$ cat config.mk
export PLATFORM = sky130hd
export DESIGN_NAME = wb_sim_uart_fifo_flat
export DESIGN_NICKNAME = d
export VERILOG_FILES = /design/src/rtl/wb_sim_uart_fifo_if.sv /design/src/rtl/wb_sim_uart_fifo.sv /design/src/flat_wrapper.sv
export SDC_FILE = /design/constraint.sdc
export NUM_CORES = 1
export LEC_CHECK = 0
export ABC_AREA = 1
export CAP_MARGIN = 20
export CELL_PAD_IN_SITES_DETAIL_PLACEMENT = 0
export CELL_PAD_IN_SITES_GLOBAL_PLACEMENT = 2
export CORE_ASPECT_RATIO = 0.9
export CORE_MARGIN = 4
export CORE_UTILIZATION = 41
export DETAILED_ROUTE_END_ITERATION = 10
export PLACE_DENSITY = 0.93
export RECOVER_POWER = 100
export SLEW_MARGIN = 20
export SYNTH_ARGS = -nofsm -noshare
export SYNTH_HDL_FRONTEND = slang
export SYNTH_SLANG_ARGS = --single-unit
$ cat constraint.sdc
create_clock -name wb_clk_i -period 5.3 [get_ports wb_clk_i]
set_input_delay 0.53 -clock wb_clk_i [delete_from_list [all_inputs] [get_ports wb_clk_i]]
set_output_delay 0.53 -clock wb_clk_i [all_outputs]
set_load 0.1 [all_outputs]
$ cat src/rtl/wb_sim_uart_fifo_if.sv
`default_nettype none
// ============================================================================
//  Module   : wb_sim_uart_fifo_if
//  Brief    : Wishbone classic slave bus bundle for the simulation UART.
//  Revision : 1.0 - initial release
// ============================================================================
interface wb_sim_uart_fifo_if #(
    parameter int AW = 32,
    parameter int DW = 32
) ();
    logic [AW-1:0]   wb_adr_i;
    logic [DW-1:0]   wb_dat_i;
    logic [DW-1:0]   wb_dat_o;
    logic            wb_we_i;
    logic [DW/8-1:0] wb_sel_i;
    logic            wb_ack_o;
    logic            wb_cyc_i;
    logic            wb_stb_i;

    modport master (
        output wb_adr_i, wb_dat_i, wb_we_i, wb_sel_i, wb_cyc_i, wb_stb_i,
        input  wb_dat_o, wb_ack_o
    );

    modport slave (
        input  wb_adr_i, wb_dat_i, wb_we_i, wb_sel_i, wb_cyc_i, wb_stb_i,
        output wb_dat_o, wb_ack_o
    );
endinterface
`default_nettype wire

$ cat src/rtl/wb_sim_uart_fifo.sv
`default_nettype none
// ============================================================================
//  Module   : wb_sim_uart_fifo
//  Brief    : Simulation-only NS16550-style UART on Wishbone with TX/RX FIFOs,
//             valid/ready byte streams, LSR/ISR status and a level interrupt.
//             Optional: define WB_SIM_UART_LOOPBACK_EN for MCR[4] loopback.
//  Revision : 1.0 - initial release
// ============================================================================
module wb_sim_uart_fifo #(
    parameter int AW       = 32,
    parameter int DW       = 32,
    parameter int TX_DEPTH = 16,
    parameter int RX_DEPTH = 16,
    parameter int TX_GAP   = 0
) (
    input  logic                 wb_clk_i,
    input  logic                 wb_reset_ni,
    wb_sim_uart_fifo_if.slave    wb,
    output logic [7:0]           uart_tx_data,
    output logic                 uart_tx_valid,
    input  logic                 uart_tx_ready,
    input  logic [7:0]           uart_rx_data,
    input  logic                 uart_rx_valid,
    output logic                 uart_rx_ready,
    output logic                 irq_o
);

    localparam int c_TXA   = $clog2(TX_DEPTH);
    localparam int c_RXA   = $clog2(RX_DEPTH);
    localparam int c_GAP_W = (TX_GAP > 0) ? $clog2(TX_GAP + 1) : 1;

    localparam logic [7:0] c_ADR_THR = 8'h00;
    localparam logic [7:0] c_ADR_IER = 8'h01;
    localparam logic [7:0] c_ADR_ISR = 8'h02;
    localparam logic [7:0] c_ADR_LCR = 8'h03;
    localparam logic [7:0] c_ADR_MCR = 8'h04;
    localparam logic [7:0] c_ADR_LSR = 8'h05;
    localparam logic [7:0] c_ADR_MSR = 8'h06;
    localparam logic [7:0] c_ADR_SCR = 8'h07;

    localparam logic [c_TXA:0]   c_TX_ONE  = (c_TXA + 1)'(1);
    localparam logic [c_RXA:0]   c_RX_ONE  = (c_RXA + 1)'(1);
    localparam logic [c_GAP_W-1:0] c_GAP_LD = c_GAP_W'(TX_GAP);
    localparam logic [c_GAP_W-1:0] c_GAP_ONE = c_GAP_W'(1);

    // ------------------------------------------------------------------
    // Bus decode
    // ------------------------------------------------------------------
    logic       r_ack;
    logic [7:0] r_dat;
    logic       w_stb_valid;
    logic       w_acc;
    logic       w_wr;
    logic       w_rd;
    logic [7:0] w_adr;
    logic [7:0] w_wdat;
    logic       w_unused;

    assign w_stb_valid = wb.wb_cyc_i & wb.wb_stb_i & ~r_ack;
    assign w_acc       = w_stb_valid & wb.wb_sel_i[0];
    assign w_wr        = w_acc & wb.wb_we_i;
    assign w_rd        = w_acc & ~wb.wb_we_i;
    assign w_adr       = wb.wb_adr_i[7:0];
    assign w_wdat      = wb.wb_dat_i[7:0];
    assign w_unused    = ^{wb.wb_adr_i, wb.wb_dat_i, wb.wb_sel_i};

    // ------------------------------------------------------------------
    // Control / status registers
    // ------------------------------------------------------------------
    logic [1:0] r_ier;
    logic [7:0] r_lcr;
    logic [7:0] r_mcr;
    logic [7:0] r_scr;
    logic       r_oe;
    logic       r_irq;

    // ------------------------------------------------------------------
    // FIFO state
    // ------------------------------------------------------------------
    logic [7:0]       r_tx_mem [TX_DEPTH];
    logic [c_TXA:0]   r_tx_wp;
    logic [c_TXA:0]   r_tx_rp;
    logic [c_TXA:0]   w_tx_rp_nxt;
    logic             w_tx_empty;
    logic             w_tx_full;
    logic [7:0]       w_tx_head;
    logic             w_tx_avail;
    logic             w_tx_push;
    logic             w_tx_pop;
    logic             w_tx_flush;
    logic [c_GAP_W-1:0] r_gap;

    logic [7:0]       r_rx_mem [RX_DEPTH];
    logic [c_RXA:0]   r_rx_wp;
    logic [c_RXA:0]   r_rx_rp;
    logic             w_rx_empty;
    logic             w_rx_full;
    logic [7:0]       w_rx_head;
    logic             w_rx_push;
    logic             w_rx_do_push;
    logic [7:0]       w_rx_wdata;
    logic             w_rx_pop;
    logic             w_rx_flush;
    logic             w_rx_ovf;

    logic             w_lsr_rd;
    logic             w_dr;
    logic             w_thre;
    logic             w_temt;
    logic [7:0]       w_lsr;
    logic [7:0]       w_isr;
    logic [7:0]       w_rd_byte;

    assign w_tx_empty = (r_tx_wp == r_tx_rp);
    assign w_tx_full  = (r_tx_wp[c_TXA] != r_tx_rp[c_TXA]) &&
                        (r_tx_wp[c_TXA-1:0] == r_tx_rp[c_TXA-1:0]);
    assign w_tx_head  = r_tx_mem[r_tx_rp[c_TXA-1:0]];
    assign w_tx_avail = ~w_tx_empty & (r_gap == '0);

    assign w_rx_empty = (r_rx_wp == r_rx_rp);
    assign w_rx_full  = (r_rx_wp[c_RXA] != r_rx_rp[c_RXA]) &&
                        (r_rx_wp[c_RXA-1:0] == r_rx_rp[c_RXA-1:0]);
    assign w_rx_head  = r_rx_mem[r_rx_rp[c_RXA-1:0]];

    assign w_tx_push  = w_wr && (w_adr == c_ADR_THR) && !w_tx_full;
    assign w_tx_flush = w_wr && (w_adr == c_ADR_ISR) && w_wdat[2];
    assign w_rx_flush = w_wr && (w_adr == c_ADR_ISR) && w_wdat[1];
    assign w_rx_pop   = w_rd && (w_adr == c_ADR_THR) && !w_rx_empty;
    assign w_lsr_rd   = w_rd && (w_adr == c_ADR_LSR);

    // ------------------------------------------------------------------
    // Stream path selection
    // ------------------------------------------------------------------
`ifdef WB_SIM_UART_LOOPBACK_EN
    logic w_lb;
    logic w_lb_push;

    assign w_lb          = r_mcr[4];
    // Loopback still honours the gap counter via w_tx_avail.
    assign w_lb_push     = w_lb & w_tx_avail & ~w_rx_full & ~w_rx_flush;
    assign uart_tx_valid = w_tx_avail & ~w_lb;
    assign uart_rx_ready = ~w_rx_full & ~w_lb;
    assign w_tx_pop      = w_lb ? w_lb_push : (w_tx_avail & uart_tx_ready);
    assign w_rx_push     = w_lb ? w_lb_push
                                : (uart_rx_valid & (~w_rx_full | w_rx_pop));
    assign w_rx_wdata    = w_lb ? w_tx_head : uart_rx_data;
    assign w_rx_ovf      = ~w_lb & uart_rx_valid & w_rx_full & ~w_rx_pop;
`else
    assign uart_tx_valid = w_tx_avail;
    assign uart_rx_ready = ~w_rx_full;
    assign w_tx_pop      = w_tx_avail & uart_tx_ready;
    // A pop on the same cycle frees the slot, so a full FIFO still accepts.
    assign w_rx_push     = uart_rx_valid & (~w_rx_full | w_rx_pop);
    assign w_rx_wdata    = uart_rx_data;
    assign w_rx_ovf      = uart_rx_valid & w_rx_full & ~w_rx_pop;
`endif

    assign uart_tx_data  = w_tx_head;
    assign w_rx_do_push  = w_rx_push & ~w_rx_flush;
    assign w_tx_rp_nxt   = w_tx_pop ? (r_tx_rp + c_TX_ONE) : r_tx_rp;

    // ------------------------------------------------------------------
    // TX FIFO
    // ------------------------------------------------------------------
    always_ff @(posedge wb_clk_i) begin
        if (w_tx_push) begin
            r_tx_mem[r_tx_wp[c_TXA-1:0]] <= w_wdat;
        end
    end

    always_ff @(posedge wb_clk_i or negedge wb_reset_ni) begin
        if (!wb_reset_ni) begin
            r_tx_wp <= '0;
            r_tx_rp <= '0;
        end else begin
            r_tx_rp <= w_tx_rp_nxt;
            if (w_tx_flush) begin
                // A head already on the stream must survive until accepted.
                r_tx_wp <= (uart_tx_valid & ~w_tx_pop) ? (r_tx_rp + c_TX_ONE)
                                                        : w_tx_rp_nxt;
            end else if (w_tx_push) begin
                r_tx_wp <= r_tx_wp + c_TX_ONE;
            end
        end
    end

    always_ff @(posedge wb_clk_i or negedge wb_reset_ni) begin
        if (!wb_reset_ni) begin
            r_gap <= '0;
        end else if (w_tx_pop) begin
            r_gap <= c_GAP_LD;
        end else if (r_gap != '0) begin
            r_gap <= r_gap - c_GAP_ONE;
        end
    end

    // ------------------------------------------------------------------
    // RX FIFO
    // ------------------------------------------------------------------
    always_ff @(posedge wb_clk_i) begin
        if (w_rx_do_push) begin
            r_rx_mem[r_rx_wp[c_RXA-1:0]] <= w_rx_wdata;
        end
    end

    always_ff @(posedge wb_clk_i or negedge wb_reset_ni) begin
        if (!wb_reset_ni) begin
            r_rx_wp <= '0;
            r_rx_rp <= '0;
        end else if (w_rx_flush) begin
            r_rx_rp <= r_rx_wp;
        end else begin
            if (w_rx_pop) begin
                r_rx_rp <= r_rx_rp + c_RX_ONE;
            end
            if (w_rx_do_push) begin
                r_rx_wp <= r_rx_wp + c_RX_ONE;
            end
        end
    end

    always_ff @(posedge wb_clk_i or negedge wb_reset_ni) begin
        if (!wb_reset_ni) begin
            r_oe <= 1'b0;
        end else if (w_rx_ovf) begin
            r_oe <= 1'b1;
        end else if (w_lsr_rd) begin
            r_oe <= 1'b0;
        end
    end

    // ------------------------------------------------------------------
    // Register writes
    // ------------------------------------------------------------------
    always_ff @(posedge wb_clk_i or negedge wb_reset_ni) begin
        if (!wb_reset_ni) begin
            r_ier <= '0;
            r_lcr <= '0;
            r_mcr <= '0;
            r_scr <= '0;
        end else if (w_wr) begin
            case (w_adr)
                c_ADR_IER: r_ier <= w_wdat[1:0];
                c_ADR_LCR: r_lcr <= w_wdat;
                c_ADR_MCR: r_mcr <= w_wdat;
                c_ADR_SCR: r_scr <= w_wdat;
                default:   ;
            endcase
        end
    end

    // ------------------------------------------------------------------
    // Status and read mux
    // ------------------------------------------------------------------
    assign w_dr   = ~w_rx_empty;
    assign w_thre = w_tx_empty;
    assign w_temt = w_thre & ~uart_tx_valid;
    assign w_lsr  = {1'b0, w_temt, w_thre, 3'b000, r_oe, w_dr};

    always_comb begin
        w_isr = 8'h01;
        if (r_ier[0] & w_dr) begin
            w_isr = 8'h04;
        end else if (r_ier[1] & w_thre) begin
            w_isr = 8'h02;
        end
    end

    always_comb begin
        w_rd_byte = 8'h00;
        case (w_adr)
            c_ADR_THR: w_rd_byte = w_rx_empty ? 8'h00 : w_rx_head;
            c_ADR_IER: w_rd_byte = {6'b000000, r_ier};
            c_ADR_ISR: w_rd_byte = w_isr;
            c_ADR_LCR: w_rd_byte = r_lcr;
            c_ADR_MCR: w_rd_byte = r_mcr;
            c_ADR_LSR: w_rd_byte = w_lsr;
            c_ADR_MSR: w_rd_byte = 8'hB0;
            c_ADR_SCR: w_rd_byte = r_scr;
            default:   w_rd_byte = 8'h00;
        endcase
    end

    always_ff @(posedge wb_clk_i or negedge wb_reset_ni) begin
        if (!wb_reset_ni) begin
            r_ack <= 1'b0;
            r_dat <= 8'h00;
            r_irq <= 1'b0;
        end else begin
            r_ack <= w_stb_valid;
            r_dat <= w_rd ? w_rd_byte : 8'h00;
            r_irq <= (r_ier[0] & w_dr) | (r_ier[1] & w_thre);
        end
    end

    assign wb.wb_ack_o = r_ack;
    assign irq_o       = r_irq;

    generate
        if (DW > 8) begin : g_dat_pad
            assign wb.wb_dat_o = {{(DW-8){1'b0}}, r_dat};
        end else begin : g_dat_narrow
            assign wb.wb_dat_o = r_dat;
        end
    endgenerate

endmodule
`default_nettype wire

$ cat src/flat_wrapper.sv
// flat-port wrapper written by rule: the top's interface ports become plain ports
module wb_sim_uart_fifo_flat 
#(
    parameter int AW       = 32,
    parameter int DW       = 32,
    parameter int TX_DEPTH = 16,
    parameter int RX_DEPTH = 16,
    parameter int TX_GAP   = 0
)
  (wb_clk_i, wb_reset_ni, uart_tx_data, uart_tx_valid, uart_tx_ready, uart_rx_data, uart_rx_valid, uart_rx_ready, irq_o, wb_wb_adr_i, wb_wb_dat_i, wb_wb_we_i, wb_wb_sel_i, wb_wb_cyc_i, wb_wb_stb_i, wb_wb_dat_o, wb_wb_ack_o);
  wb_sim_uart_fifo_if #(.AW(AW), .DW(DW)) wb_i ();
  input  logic wb_clk_i;
  input  logic wb_reset_ni;
  output logic [7:0] uart_tx_data;
  output logic uart_tx_valid;
  input  logic uart_tx_ready;
  input  logic [7:0] uart_rx_data;
  input  logic uart_rx_valid;
  output logic uart_rx_ready;
  output logic irq_o;
  input wire logic [$bits(wb_i.wb_adr_i)-1:0] wb_wb_adr_i;
  input wire logic [$bits(wb_i.wb_dat_i)-1:0] wb_wb_dat_i;
  input wire logic [$bits(wb_i.wb_we_i)-1:0] wb_wb_we_i;
  input wire logic [$bits(wb_i.wb_sel_i)-1:0] wb_wb_sel_i;
  input wire logic [$bits(wb_i.wb_cyc_i)-1:0] wb_wb_cyc_i;
  input wire logic [$bits(wb_i.wb_stb_i)-1:0] wb_wb_stb_i;
  output wire logic [$bits(wb_i.wb_dat_o)-1:0] wb_wb_dat_o;
  output wire logic [$bits(wb_i.wb_ack_o)-1:0] wb_wb_ack_o;
  assign wb_i.wb_adr_i = wb_wb_adr_i;
  assign wb_i.wb_dat_i = wb_wb_dat_i;
  assign wb_i.wb_we_i = wb_wb_we_i;
  assign wb_i.wb_sel_i = wb_wb_sel_i;
  assign wb_i.wb_cyc_i = wb_wb_cyc_i;
  assign wb_i.wb_stb_i = wb_wb_stb_i;
  assign wb_wb_dat_o = wb_i.wb_dat_o;
  assign wb_wb_ack_o = wb_i.wb_ack_o;
  wb_sim_uart_fifo #(.AW(AW), .DW(DW), .TX_DEPTH(TX_DEPTH), .RX_DEPTH(RX_DEPTH), .TX_GAP(TX_GAP)) u_core (.wb_clk_i(wb_clk_i), .wb_reset_ni(wb_reset_ni), .wb(wb_i), .uart_tx_data(uart_tx_data), .uart_tx_valid(uart_tx_valid), .uart_tx_ready(uart_tx_ready), .uart_rx_data(uart_rx_data), .uart_rx_valid(uart_rx_valid), .uart_rx_ready(uart_rx_ready), .irq_o(irq_o));
endmodule
==> results.cfg <==
[outcome]
status = complete, but fails checks
violations = capacitance limit, slew limit

[global_routing]
grt_pass1_vias = 8586
grt_max_degree = 69
antenna_found_initial = 1
grt_overflow_total = 0
grt_pass1_wl_mm = 49.2
gr-usage-all-layers = 0.170

[synth]
ys_seq_area_frac = 0.662
synth_top_area_share = 0.558
synth_area_um2 = 13800
syn_avg_cell_area_um2 = 10.8
synth_common_cells = 256 x edfxtp_1, 246 x nand2_1, 198 x nor2_1
synth.distinct_cells = 36
yosys_warnings = 0
synthFlopType = edfxtp_1
ys_top_cells_by_area = edfxtp_1 56%, dfrtp_1 10%, nand2_1 6.7%
async_flop_share = 0.182
synthCells = 1280
yosysTopAreaCell = edfxtp_1
synth_edf_count = 256
yosysMostFrequentCell = edfxtp_1
ys_ff_latch = 313

[sta]
relSlewSlack = -1.10
hold_viol = 0
worst_slew_pin_slew_ns = 3.15
setup_violations = 0
fin_crit_ns = 4.57
rsz0062_at_grt = no
finalMaxSlewViolations = 58
finalSetupTns_ns = 0
period_share = 0.862
final.setup_skew_ns = 0.0182
max_freq_ghz = 0.219

[cts]
holdBufCountCts = 0
postCtsSetupBuffers = 0
clk_pin_slew_ns = 0.05
clock-sinks = 313
clk_latency_ns = 0.51
root_buffer = clkbuf_16
cts-resized-gates = 0
clockBufferDepth = 3
cts_buffers = 35
tritoncts = yes
cts-htree-levels = 2

[final_layout]
num-fill-cells = 3031
multi_input_area_um2 = 3920
layout.nets = 1416
area_growth_pct = 12.4
final-seq-area_um2 = 9120
fin_cells = 1772
antenna_cells = 0
final_util = 0.469
design_area_um2 = 15500
layout-drive-gt1-share = 0.0622

[routing]
first_pass_iters = 5
drt_iter0_drc = 774
ant_nets = 0
drc = 0
vias = 9148
via_per_inst = 5.16
routedWlPerCell_um = 18.0
routed_wl_mm = 31.9

[worst_setup_path]
path_cells = inv_1 -> o21ai_0 -> o221ai_1 -> nand3_1 -> nand3_1 -> dlygate4sd3_1
cp-start-kind = flip-flop
cp.depth = 6
slowest_delay_ns = 1.20
cp_common_cell = nand3_1
crit_required_ns = 4.77
critPathSlowestCell = dlygate4sd3_1
crit_type = reg2out
ff2ff_path_depth = 9
critical_path_arrival_ns = 4.04
crit_family = buffers and inverters
endpoint_kind = output pin
cp_num_buf_inv = 2
crit_path_max_fanout = 35

[power]
irDropWorstVdd_mv = 0.276
leakage_nw = 5.79
power-per-cell-area_nw_per_um2 = 455

[hold_path]
hold-path-cell-count = 1
hold_path_class = reg2reg

[floorplan]
core-area_um2 = 33000
design.die.area_um2 = 36600
initial_core_util = 0.417
fp.dieW_um = 201
io_pins = 127
row_count = 63
fp.dieH_um = 182

[placement]
io_buffers = 51
dp.final_hpwl_mm = 20.1
dp_cells = 1708
postPlaceCellArea_um2 = 14500
gp_congestion = 0.776

[run]
maxCapViolCount = 1
-- layout by cell type, fill, tap and decap left out, types with 4 or more instances in the layout --
cell type          n
buf_4              7
clkdlybuf4s50_1   13
a21oi_1           13
edfxtp_1         256
bufinv_16          4
nand2_1          253
clkbuf_16         35
nand3_1           73
clkbuf_1          15
xor2_1            15
o21ai_0          155
o221ai_1          13
nor2_1           219
ha_1              10
clkinv_1          11
nor2_2             4
clkinv_2           6
inv_1             56
conb_1            24
o21ai_1           16
o22ai_1           19
o211ai_1          13
dlygate4sd3_1     32
dfrtp_1           55
inv_2              8
-- routing by layer --
metal | wire length [um] | track usage
met1 | 14800 | 0.254
met2 | 14400 | 0.259
met3 | 2000 | 0.0289
met4 | 678 | 0.0476
met5 | 0 | 0
-- power breakdown --
part           total [W]  internal, W  leakage, nW  switching, W
sequential       0.00288      0.00278         3.04     0.0000959
combinational    0.00180     0.000392         2.20       0.00141
clock            0.00236      0.00142        0.551      0.000942
total            0.00704      0.00459         5.79       0.00245
-- area by class of cell --
class | count | area share
flip-flops and latches | 313 | 0.589
multi-input cells | 842 | 0.253
well taps | 422 | 0.0341
inverters | 70 | 0.0170
repair buffers | 61 | 0.0347
clock buffers | 42 | 0.0582
clock inverters | 22 | 0.0145
-- per-stage QoR --
stage	hold slack (ns)	total power, W	setup WS [ns]
after floorplan	0.234	0.00433	2.80
after global placement	0.442	0.00479	1.78
after detailed placement	0.435	0.00481	1.77
after CTS	0.189	0.00717	1.22
after global routing	0.476	0.00736	0.535
final	0.445	0.00704	0.730
-- flip-flops by register name (all words and copies together), names as in the netlist, 2 cells and up --
register,count
u_core.r_mcr,8
u_core.r_tx_wp,5
u_core.r_lcr,8
u_core.r_rx_wp,5
u_core.r_tx_rp,5
u_core.r_scr,8
u_core.r_rx_rp,5
u_core.r_rx_mem,128
u_core.r_ier,2
u_core.r_tx_mem,128
u_core.r_dat,8
-- path summary, 6_finish.rpt --
| kind | from | to | slack (ns) |
|---|---|---|---|
| min in group asynchronous | wb_reset_ni | u_core.r_tx_rp[0] | 1.14 |
| worst min register to register | u_core.wb.wb_ack_o | u_core.wb.wb_ack_o | 0.44 |
| worst max register to register | u_core.r_tx_rp[1] | u_core.r_tx_mem[13][6] | 1.82 |
| worst max-delay path | u_core.r_tx_rp[1] | uart_tx_data[3] | 0.73 |
| max in group asynchronous | wb_reset_ni | u_core.r_rx_rp[0] | 2.11 |
| worst min-delay path | u_core.wb.wb_ack_o | u_core.wb.wb_ack_o | 0.44 |
-- cell families (layout without fill, tap and decap cells) --
logic type / Yosys count / after routing / synth area share
AOI/OAI and AO/OA: 229 / 229 / 0.0908
xor gates and xnor gates: 18 / 18 / 0.0114
adders and majority gates: 10 / 10 / 0.00908
buffers and inverters: 148 / 195 / 0.0515
DFF: 313 / 313 / 0.662
other: 1 / 24 / 0.000272
and+or+nand+nor: 561 / 561 / 0.175
Note: power is estimated with default switching activity, not from simulation.
